`src/rtl/semaforo_temporizado.sv`:
```
// rtl/semaforo_temporizado.sv - timed traffic-light controller with pedestrian shortening and manual/fault modes
module semaforo_temporizado #(
    parameter int TICKS_PER_SEC = 50,
    parameter int CNT_BITS      = 4,
    parameter int T_PARE        = 5,
    parameter int T_SIGA        = 4,
    parameter int T_ATENCAO     = 2
) (
    input  logic                clk_2,
    input  logic                reset,
    input  logic                enable,
    input  logic                modo_manual,
    input  logic                man_pare,
    input  logic                man_atencao,
    input  logic                man_siga,
    input  logic                pedido_pedestre,
    output logic [2:0]          luz,
    output logic [7:0]          seg,
    output logic [CNT_BITS-1:0] restante,
    output logic                falha
);

    localparam int PW = $clog2(TICKS_PER_SEC);
    localparam logic [PW-1:0]       PRESC_MAX  = PW'(TICKS_PER_SEC - 1);
    localparam logic [CNT_BITS-1:0] LD_PARE    = CNT_BITS'(T_PARE);
    localparam logic [CNT_BITS-1:0] LD_SIGA    = CNT_BITS'(T_SIGA);
    localparam logic [CNT_BITS-1:0] LD_ATENCAO = CNT_BITS'(T_ATENCAO);
    localparam logic [CNT_BITS-1:0] ONE        = CNT_BITS'(1);

    localparam logic [7:0] SEG_PARE    = 8'b0111_0011;
    localparam logic [7:0] SEG_ATENCAO = 8'b0111_0111;
    localparam logic [7:0] SEG_SIGA    = 8'b0110_1101;

    typedef enum logic [2:0] {
        S_PARE,
        S_SIGA,
        S_ATENCAO,
        S_MANUAL,
        S_FALHA
    } state_t;

    state_t              state_q, state_d;
    logic [CNT_BITS-1:0] restante_q, restante_d;
    logic [PW-1:0]       presc_q, presc_d;
    logic                pendente_q, pendente_d;
    logic                blink_q, blink_d;
    logic [2:0]          man_luz_q, man_luz_d;

    logic       tick;
    logic       entra_pare;
    logic [1:0] n_man;

    assign tick  = enable && (presc_q == PRESC_MAX);
    assign n_man = {1'b0, man_pare} + {1'b0, man_atencao} + {1'b0, man_siga};

    always_comb begin
        state_d    = state_q;
        restante_d = restante_q;
        presc_d    = presc_q;
        blink_d    = blink_q;
        man_luz_d  = man_luz_q;
        entra_pare = 1'b0;

        if (enable) begin
            presc_d = tick ? '0 : presc_q + PW'(1);
        end

        // Manual decode and the manual exit ignore enable; only tick-driven work is frozen.
        if (modo_manual) begin
            if (n_man >= 2'd2) begin
                state_d = S_FALHA;
            end else begin
                state_d   = S_MANUAL;
                man_luz_d = {man_siga, man_atencao, man_pare};
            end
            if (tick && state_q == S_FALHA) begin
                blink_d = ~blink_q;
            end
        end else if (state_q == S_MANUAL || state_q == S_FALHA) begin
            state_d    = S_PARE;
            restante_d = LD_PARE;
            presc_d    = '0;
            blink_d    = 1'b0;
            entra_pare = 1'b1;
        end else if (tick) begin
            if (restante_q == ONE) begin
                case (state_q)
                    S_PARE: begin
                        state_d    = S_SIGA;
                        restante_d = LD_SIGA;
                    end
                    S_SIGA: begin
                        state_d    = S_ATENCAO;
                        restante_d = LD_ATENCAO;
                    end
                    default: begin
                        state_d    = S_PARE;
                        restante_d = LD_PARE;
                        entra_pare = 1'b1;
                    end
                endcase
            end else if (state_q == S_SIGA && pendente_q && restante_q > ONE) begin
                restante_d = ONE;
            end else begin
                restante_d = restante_q - ONE;
            end
        end

        // A request on the PARE-entry cycle outranks the clear.
        pendente_d = entra_pare ? 1'b0 : pendente_q;
        if (pedido_pedestre) begin
            pendente_d = 1'b1;
        end
    end

    always_ff @(posedge clk_2 or posedge reset) begin
        if (reset) begin
            state_q    <= S_PARE;
            restante_q <= LD_PARE;
            presc_q    <= '0;
            pendente_q <= 1'b0;
            blink_q    <= 1'b0;
            man_luz_q  <= 3'b000;
        end else begin
            state_q    <= state_d;
            restante_q <= restante_d;
            presc_q    <= presc_d;
            pendente_q <= pendente_d;
            blink_q    <= blink_d;
            man_luz_q  <= man_luz_d;
        end
    end

    always_comb begin
        luz   = 3'b001;
        seg   = SEG_PARE;
        falha = 1'b0;
        case (state_q)
            S_PARE: begin
                luz = 3'b001;
                seg = SEG_PARE;
            end
            S_SIGA: begin
                luz = 3'b100;
                seg = SEG_SIGA;
            end
            S_ATENCAO: begin
                luz = 3'b010;
                seg = SEG_ATENCAO;
            end
            S_MANUAL: begin
                luz = man_luz_q;
                case (man_luz_q)
                    3'b001:  seg = SEG_PARE;
                    3'b010:  seg = SEG_ATENCAO;
                    3'b100:  seg = SEG_SIGA;
                    default: seg = 8'h00;
                endcase
            end
            S_FALHA: begin
                luz   = {1'b0, blink_q, 1'b0};
                seg   = 8'hFF;
                falha = 1'b1;
            end
            default: begin
                luz = 3'b001;
                seg = SEG_PARE;
            end
        endcase
    end

    assign restante = restante_q;

endmodule

```
`config.mk`:
```
export PLATFORM = sky130hd
export DESIGN_NAME = semaforo_temporizado
export DESIGN_NICKNAME = d
export VERILOG_FILES = /design/src/rtl/semaforo_temporizado.sv
export SDC_FILE = /design/constraint.sdc
export NUM_CORES = 1
export LEC_CHECK = 0
export CAP_MARGIN = 0
export CORE_MARGIN = 1.5
export CORE_UTILIZATION = 51
export CTS_CLUSTER_SIZE = 28
export DETAILED_ROUTE_END_ITERATION = 12
export GPL_TIMING_DRIVEN = 0
export PLACE_DENSITY = 0.76
export SLEW_MARGIN = 10
export SYNTH_ARGS = -nofsm -noshare
export SYNTH_HDL_FRONTEND = slang
export SYNTH_SLANG_ARGS = --single-unit
export TNS_END_PERCENT = 50
```
`constraint.sdc`:
```
create_clock -name clk_2 -period 1.9 [get_ports clk_2]
set_input_delay 0.57 -clock clk_2 [delete_from_list [all_inputs] [get_ports clk_2]]
set_output_delay 0.57 -clock clk_2 [all_outputs]
set_load 0.1 [all_outputs]
```
* After elaboration in Yosys (flattened, before gate mapping) *
Cells that the tools add are included.

word-level totals
  register bits after elaboration = 18
  bits of input ports = 8
  output and inout port bits = 16
  word-level logic and storage cells = 70

operators by class
  $add $sub $neg = 4
  magnitude comparators = 2
  equal/unequal tests = 10
  multiplexer cells = 29
  bitwise logic cells = 3
  reduce and logical (&&, ||, !) cells = 16

operators with widths
  cell                   number
  $pmux W8 S4            1
  $mux W6                4
  $pmux W7 S3            1
  $mux W4                4
  $mux W3                5
  $pmux W3 S4            1
  $mux W1                11
  $eq A3 B2 Y1 const B   3
  $reduce_and A2 Y1      4
  $add A6 B1 Y6 const B  1
  $eq A3 B1 Y1 const B   2
  $eq A3 B3 Y1 const B   2
  $eq A6 B6 Y1 const B   1
  $pmux W3 S2            1
  $reduce_bool A2 Y1     3
  $reduce_bool A3 Y1     2
  $eq A4 B1 Y1 const B   1
  $gt A4 B1 Y1 const B   1
  $logic_and A1 B1 Y1    4
  $pmux W2 S2            1
  $sub A4 B1 Y4 const B  1
  $logic_not A3 Y1       1
  $not A1 Y1             3
  $add A1 B1 Y2          1
  other kinds (5)        5

* Logic depth before layout (Yosys ltp) *
Gate-level depths: netlist (run 1).

  depth after elaboration = 9
  gate-level depth with buffers = 7
  gate-level depth less buffers = 7

* Least setup slack after synthesis (run 1) *
No wires, ideal clock.

  path kind = register to output
  start = reg state_q[1]
  end = out seg[4]
  arrival = 3.342 ns
  required time = 1.330 ns
  path slack = -2.012 ns
  stages on the path, launching flop included = 5
  buffers on the path = 2
  path through = dfrtp_1 > buf_2 > nand2_1 > o21ai_0 > buf_4

between the ends
  word-level cells in the longest chain between the ends = 2
  elaborated cells on any way between the ends = 5

RTL lines
  item                                  line  source
  from (decl)                           42    state_t state_q, state_d;
  from (signal assigned)                125   state_q <= state_d;
  $eq A3 B3 Y1 (tied with other cells)  138   case (state_q)
  $pmux W8 S4 (*)                       138
  to (decl)                             18    output logic [7:0] seg,

Mark *: on every way between the ends. The rest lies on a longest branch, timed or not.

* Final worst setup path (run 1) *
  start = reg man_luz_q[1]
  end = out seg[0]

between the ends
  word-level cells in the longest chain between the ends = 3
  elaborated cells on any way between the ends = 5

RTL lines
  item                                  line  source
  from (decl)                           47    logic [2:0] man_luz_q, man_luz_d;
  from (signal assigned)                130   man_luz_q <= man_luz_d;
  $eq A3 B3 Y1 (tied with other cells)  153   case (man_luz_q)
  $pmux W7 S3 (*)                       153
  $pmux W8 S4 (*)                       138

Marked as above.

==> key figures, run 1 <==
Floorplanning
  • Core Region: 2230 um2
  • Full die area: 2690 um2
  • Die Y: 51.9 um
  • IO Pins: 24
  • Initial Utilization: 54.6%
  • Chip Width: 51.9 um
  • Row count: 17

Drt
  • Routed wire per std cell: 16.7 um
  • Post-route DRC: 0
  • Vias per std cell: 5.90
  • Remaining antenna violation count after routing: 0
  • Post-Route WL: 3380 um
  • Drt pass-1 iters: 4
  • DRT iter0 DRCs: 36
  • Via Count: 1192

Outcome
  • Failing checks: negative setup slack
  • Status: complete, but fails checks

Placed design
  • Final Wtd Congestion: 0.834
  • Post-DP HPWL: 2040 um
  • IO Port Bufs: 21

Timing
  • Hold Fails Final Rpt: 0
  • Layout Skew: 7.28 ps
  • RSZ-0062 raised after global routing: yes
  • Slew headroom: 53.6%
  • Period Utilization, post-route: 119%
  • Fmax: 0.444 GHz
  • Final Worst Setup Slack: -352 ps
  • WHS: 541 ps
  • Final setup TNS: -2890 ps
  • # setup viols final: 12
  • Worst-Margin Slew: 695 ps
  • Pins over their slew limit: 0
  • Period minus WS final: 2250 ps

Cells and area
  • # diodes: 0
  • Fin nets: 188
  • Area grow syn2layout: 55.3%
  • Layout cell share with drive strength beyond 1: 43.7%

Global route
  • Total gr overflow: 0
  • Largest net degree at the start of global routing: 19
  • Vias in the first global route: 1121
  • Tot GR Track Use: 26.0%
  • Initial antenna violation count: 0
  • Global-route wire length before repair: 5140 um

Yosys
  • EDFF count, synth: 0
  • Register area share after synthesis: 37.1%
  • Number of synthesized register bits: 18
  • Gate Count Post-Synth: 136
  • Ys async rst share: 100%
  • Mapped Area: 1220 um2
  • Most used DFF post-synth: dfrtp_1
  • Distinct cells, synth: 47
  • Mean post-synth cell area: 8.97 um2
  • Syn nets: 149
  • Synth warn: 0

Worst setup path
  • Worst Path Arrival: 1680 ps
  • CP cell instances: buf_4, o21ai_0, a211o_4, buf_4
  • Worst Setup Start Kind: flop
  • Master of the slowest instance on the critical path: dfrtp_2
  • Critical path class: reg -> out
  • CP required: 1330 ps
  • Most frequent cell on the critical path: buf_4
  • Crit-path max FO: 3
  • Critical Path Max Stage Delay: 460 ps
  • Critical Path End Type: output pin

Flow run
  • Max Cap Violations: 0

Clock network
  • Bufs on Longest Clock Path: 2
  • Post-CTS Hold Buffers: 0
  • CTS Buf Count: 3
  • Clk Latency, worst-skew pair: 300 ps
  • Clock Sinks: 18
  • H-tree levels: 1
  • Clk pin slew, worst setup/hold paths: 110 ps
  • CTS tree: built
  • Root Buffer: clkbuf_4

Pwr
  • Pwr/cell area: 1430 nW/um2
  • Lkg Pwr: 0.817 nW
  • Worst vdd ir: 1.21 mV
  • Total power: 2.72 mW

Hold path
  • Hold Crit Class: reg -> reg
[repair_timing]
| action | in CTS | in global routing |
|---|---|---|
| pin swaps | 4 | 9 |
| gates resized for setup | 136 | 16 |
| endpoints found under the setup margin | 17 | 22 |
| setup buffers | 8 | 6 |
[layout by cell type, fill, tap and decap left out, types with 3 or more instances in the layout]
cell type / count
clkbuf_4: 3
o21ai_0: 7
nand2_1: 8
clkdlybuf4s50_1: 5
ha_1: 4
a21oi_2: 4
xor2_1: 3
o21ai_1: 3
dfrtp_1: 11
inv_1: 5
mux2i_1: 3
dfrtp_2: 4
nand3_1: 4
buf_2: 3
buf_6: 7
nor2_1: 17
buf_4: 14
buf_12: 11
[flip-flops by register name (all words and copies together) (netlist names)]
register and cells:
presc_q 6, restante 4, man_luz_q 3, state_q 3, blink_q 1, pendente_q 1
[power breakdown]
part	switching, mW	total, mW	internal, mW	leakage (nW)
logic	1.14	1.80	0.664	0.584
registers	0.161	0.671	0.511	0.213
clock network	0.125	0.242	0.117	0.0210
total	1.42	2.72	1.29	0.817
[cell usage after synthesis, types with 2 or more instances]
library cell  instances  area, um2
dfstp_2               2       52.6
nor2_1               18       67.6
buf_2                 2       10.0
nand4_1               2       12.5
a21oi_1               5       25.0
o311ai_0              2       17.5
ha_1                  5       62.6
xor2_1                3       26.3
xnor2_1               4       35.0
buf_4                 5       37.5
nand3_1               4       20.0
nand2_1              11       41.3
dfrtp_1              16        400
mux2i_1               3       30.0
o21ai_1               2       10.0
a21oi_4               2       32.5
o21ai_0              10       50.1
nor3b_1               3       22.5
inv_1                 8       30.0
nand2b_1              2       12.5
[layer usage]
metal	vias up	wire [um]	track usage [%]
met5	-	0	0
met4	0	87	10.5
met3	9	175	5.17
met2	47	1730	43.9
met1	579	1390	32.3
li1	557	-	-
[path summary, 6_finish.rpt]
| path | start | slack (ps) | to | cells past startpoint |
|---|---|---|---|---|
| setup / recovery | man_luz_q[1]$_DFFE_PP0P_ | -350 | seg[0] | 4 |
| hold / removal | pendente_q$_DFFE_PP0P_ | 540 | pendente_q$_DFFE_PP0P_ | 1 |
| setup reg to reg | state_q[0]$_DFFE_PP0P_ | 10 | pendente_q$_DFFE_PP0P_ | 8 |
| hold reg to reg | pendente_q$_DFFE_PP0P_ | 540 | pendente_q$_DFFE_PP0P_ | 1 |
| max in group asynchronous | reset | 740 | restante[1]$_DFFE_PP0P_ | 2 |
| min in group asynchronous | reset | 660 | presc_q[3]$_DFF_PP0_ | 2 |
[area by class of cell]
cell class	instances	area, um2
repair buffers	35	409
inverters	9	53.8
multi-input cells	100	801
plain buffers	8	93.8
well taps	28	35.0
flip-flops and latches	18	465
fillers	118	339
clock buffers	4	36.3
[through the flow]
step | setup WS (ps) | instances | utilization [%] | cell area, um2
global route | -397 | 202 | 84.8 | 1890
finish | -352 | 202 | 84.8 | 1890
global placement | -957 | 185 | 71.7 | 1600
detailed placement | -950 | 185 | 71.7 | 1600
floorplan | -218 | 136 | - | 1360
CTS | -332 | 197 | 82.0 | 1830
[critical path: cells and delay by family (launching register included)]
family                 cells  cell delay [ps]
AO/OA/AOI/OAI              2              470
flip-flops                 1              460
buffers and inverters      2              440
[kinds of logic after synthesis]
logic type,count (synthesis),synth area share [%]
compound gates,38,22.8
xor+xnor,7,5.03
fa+ha+maj,5,5.13
buf+inv,18,8.00
flops,18,37.1
mux,4,3.38
simple gates,46,18.6
(Power assumes the default switching activity.)
==> run 2: changes to the inputs <==
Settings changed: CORE_MARGIN 1.5 to not set.
==> key figures, run 2 (synthesis results as in run 1) <==
Global route
  • Largest net degree at the start of global routing: 19 (unchanged)
  • Vias in the first global route: 1179 (+5.2%)
  • Tot GR Track Use: 26.9% (+0.89 points)
  • Global-route wire length before repair: 5130 um (-0.14%)
  • Initial antenna violation count: 0 (unchanged)
  • Total gr overflow: 0 (unchanged)

Timing
  • Hold Fails Final Rpt: 0 (unchanged)
  • Final setup TNS: -3690 ps (-805 ps)
  • # setup viols final: 16 (+4)
  • Fmax: 0.442 GHz (-0.38%)
  • Period Utilization, post-route: 119% (+0.46 points)
  • Slew headroom: 52.5% (-1.1 points)
  • RSZ-0062 raised after global routing: yes
  • Worst-Margin Slew: 711 ps (+15.8 ps)
  • WHS: 544 ps (+2.53 ps)
  • Final Worst Setup Slack: -361 ps (-8.68 ps)
  • Pins over their slew limit: 0 (unchanged)
  • Period minus WS final: 2260 ps (+8.68 ps)
  • Layout Skew: 14.8 ps (+7.55 ps)

Worst setup path
  • Worst reg-to-reg path cell count: 6 (-2)
  • Crit-path max FO: 8 (+5)
  • Worst Path Arrival: 1690 ps (about the same)
  • Crit path launch: state_q[1]$_DFFE_PP0P_
  • Critical Path Max Stage Delay: 450 ps (about the same)
  • Worst Setup Start Kind: flop
  • Critical Path End Type: output pin
  • Reg2reg start: restante[0]$_DFFE_PP1P_
  • CP cell instances: buf_6, nand2_1, a211o_4, buf_12, buf_12
  • Critical R2R Capture: restante[0]$_DFFE_PP1P_
  • Reg-to-reg slack, setup: -140 ps (-150 ps)
  • Master of the slowest instance on the critical path: dfrtp_1
  • Critical path class: reg -> out
  • CP required: 1330 ps (about the same)
  • Most frequent cell on the critical path: buf_12

Drt
  • Remaining antenna violation count after routing: 0 (unchanged)
  • Post-route DRC: 0 (unchanged)
  • Drt pass-1 iters: 4 (unchanged)
  • Routed wire per std cell: 20.5 um (+22%)
  • Via Count: 1309 (+9.8%)
  • Vias per std cell: 6.26 (+6.1%)
  • DRT iter0 DRCs: 67 (+86%)
  • Post-Route WL: 4280 um (+27%)

Placed design
  • IO Port Bufs: 21 (unchanged)
  • Post-DP HPWL: 2020 um (-1.1%)
  • Placed Cells: 185 (unchanged)
  • Final Wtd Congestion: 0.850 (+2.0%)
  • DP Worst Slack: -946 ps (+3.46 ps)
  • Placed Area: 1600 um2 (unchanged)

Cells and area
  • Fin nets: 195 (+3.7%)
  • Top reg by flops: presc_q
  • Layout cell share with drive strength beyond 1: 47.0% (+3.3 points)
  • Max reg flops: 6 (unchanged)
  • Most common cell after layout, fill and taps aside: buf_4
  • Final Util: 87.9% (+3.1 points)
  • Post-Layout Cell Count: 209 (+3.5%)
  • # diodes: 0 (unchanged)
  • Seq. cell area: 465 um2 (unchanged)
  • Area grow syn2layout: 60.9%
  • Design area: 1960 um2 (+3.6%)
  • Most frequent cells in the layout: 19 x buf_4, 17 x nor2_1, 13 x buf_12
  • Multi-input gate area: 805 um2 (+0.47%)
  • Fillers: 103 (-13%)

Clock network
  • H-tree levels: 1 (unchanged)
  • Clk pin slew, worst setup/hold paths: 120 ps (about the same)
  • Root Buffer: clkbuf_4
  • Post-CTS Hold Buffers: 0 (unchanged)
  • CTS tree: built
  • Clock Sinks: 18 (unchanged)
  • Clk Latency, worst-skew pair: 310 ps (about the same)
  • Bufs on Longest Clock Path: 2 (unchanged)
  • CTS Buf Count: 3 (unchanged)

Hold path
  • Hold Crit Class: reg -> reg
  • WHS Endpoint: blink_q$_DFFE_PP0P_
  • Worst hold stages: 1 (unchanged)
  • HP Start: blink_q$_DFFE_PP0P_

Floorplanning
  • IO Pins: 24 (unchanged)
  • Row count: 17 (unchanged)
  • Chip Width: 50.9 um (-1.9%)
  • Die Y: 50.9 um (-1.9%)
  • Full die area: 2590 um2 (-3.8%)
  • Initial Utilization: 54.6% (unchanged)
  • Core Region: 2230 um2 (unchanged)

Flow run
  • Max Cap Violations: 0 (unchanged)

Pwr
  • Total power: 2.87 mW (+5.7%)
  • Worst vdd ir: 1.37 mV (+13%)
  • Lkg Pwr: 0.853 nW (+4.4%)
  • Pwr/cell area: 1460 nW/um2 (+2.0%)

Outcome
  • Failing checks: negative setup slack
  • Status: complete, but fails checks
## run 2: changes by cell type in the layout (fill, tap and decap cells not counted), sizes merged
cell and change:
buf +7
## run 2: power breakdown
| part | switching, mW | internal [mW] |
|---|---|---|
| Clock | 0.133 | 0.117 |
| Combinational | 1.20 | 0.730 |
| Sequential | 0.175 | 0.511 |
| Total | 1.51 | 1.36 |
## run 2: area by class of cell
type	instances	area share (%)
tap	28	1.78
sequential	18	23.7
multi-input combinational	100	41.0
inverter	9	2.49
clock buffer	4	1.85
buffer	8	4.78
timing repair buffer	42	24.4
## run 2: how the worst max path moves through the flow
stage | to | slack [ps] | cells after the start
floorplan | seg[4] | -220 | 4
global placement | luz[1] | -960 | 5
detailed placement | luz[1] | -950 | 5
CTS | seg[5] | -340 | 5
global route | seg[6] | -400 | 5
finish | seg[6] | -360 | 5
## run 2: critical path, delay by kind of cell, from the launching register on
family	cells	cell delay (ps)
flops	1	450
buf+inv	3	440
compound gates	1	330
simple gates	1	140
## run 2: layer usage
| metal | up-vias | track usage [%] | wire [um] |
|---|---|---|---|
| li1 | 572 | - | - |
| met1 | 619 | 31.1 | 1660 |
| met2 | 86 | 47.1 | 2030 |
| met3 | 32 | 5.95 | 344 |
| met4 | 0 | 11.6 | 244 |
| met5 | - | 0 | 0 |
## run 2: repair_timing
action | CTS | global route
setup buffers | 7 | 14
pin swaps | 4 | 10
setup endpoints to repair | 17 | 22
gates resized for setup | 136 | 19
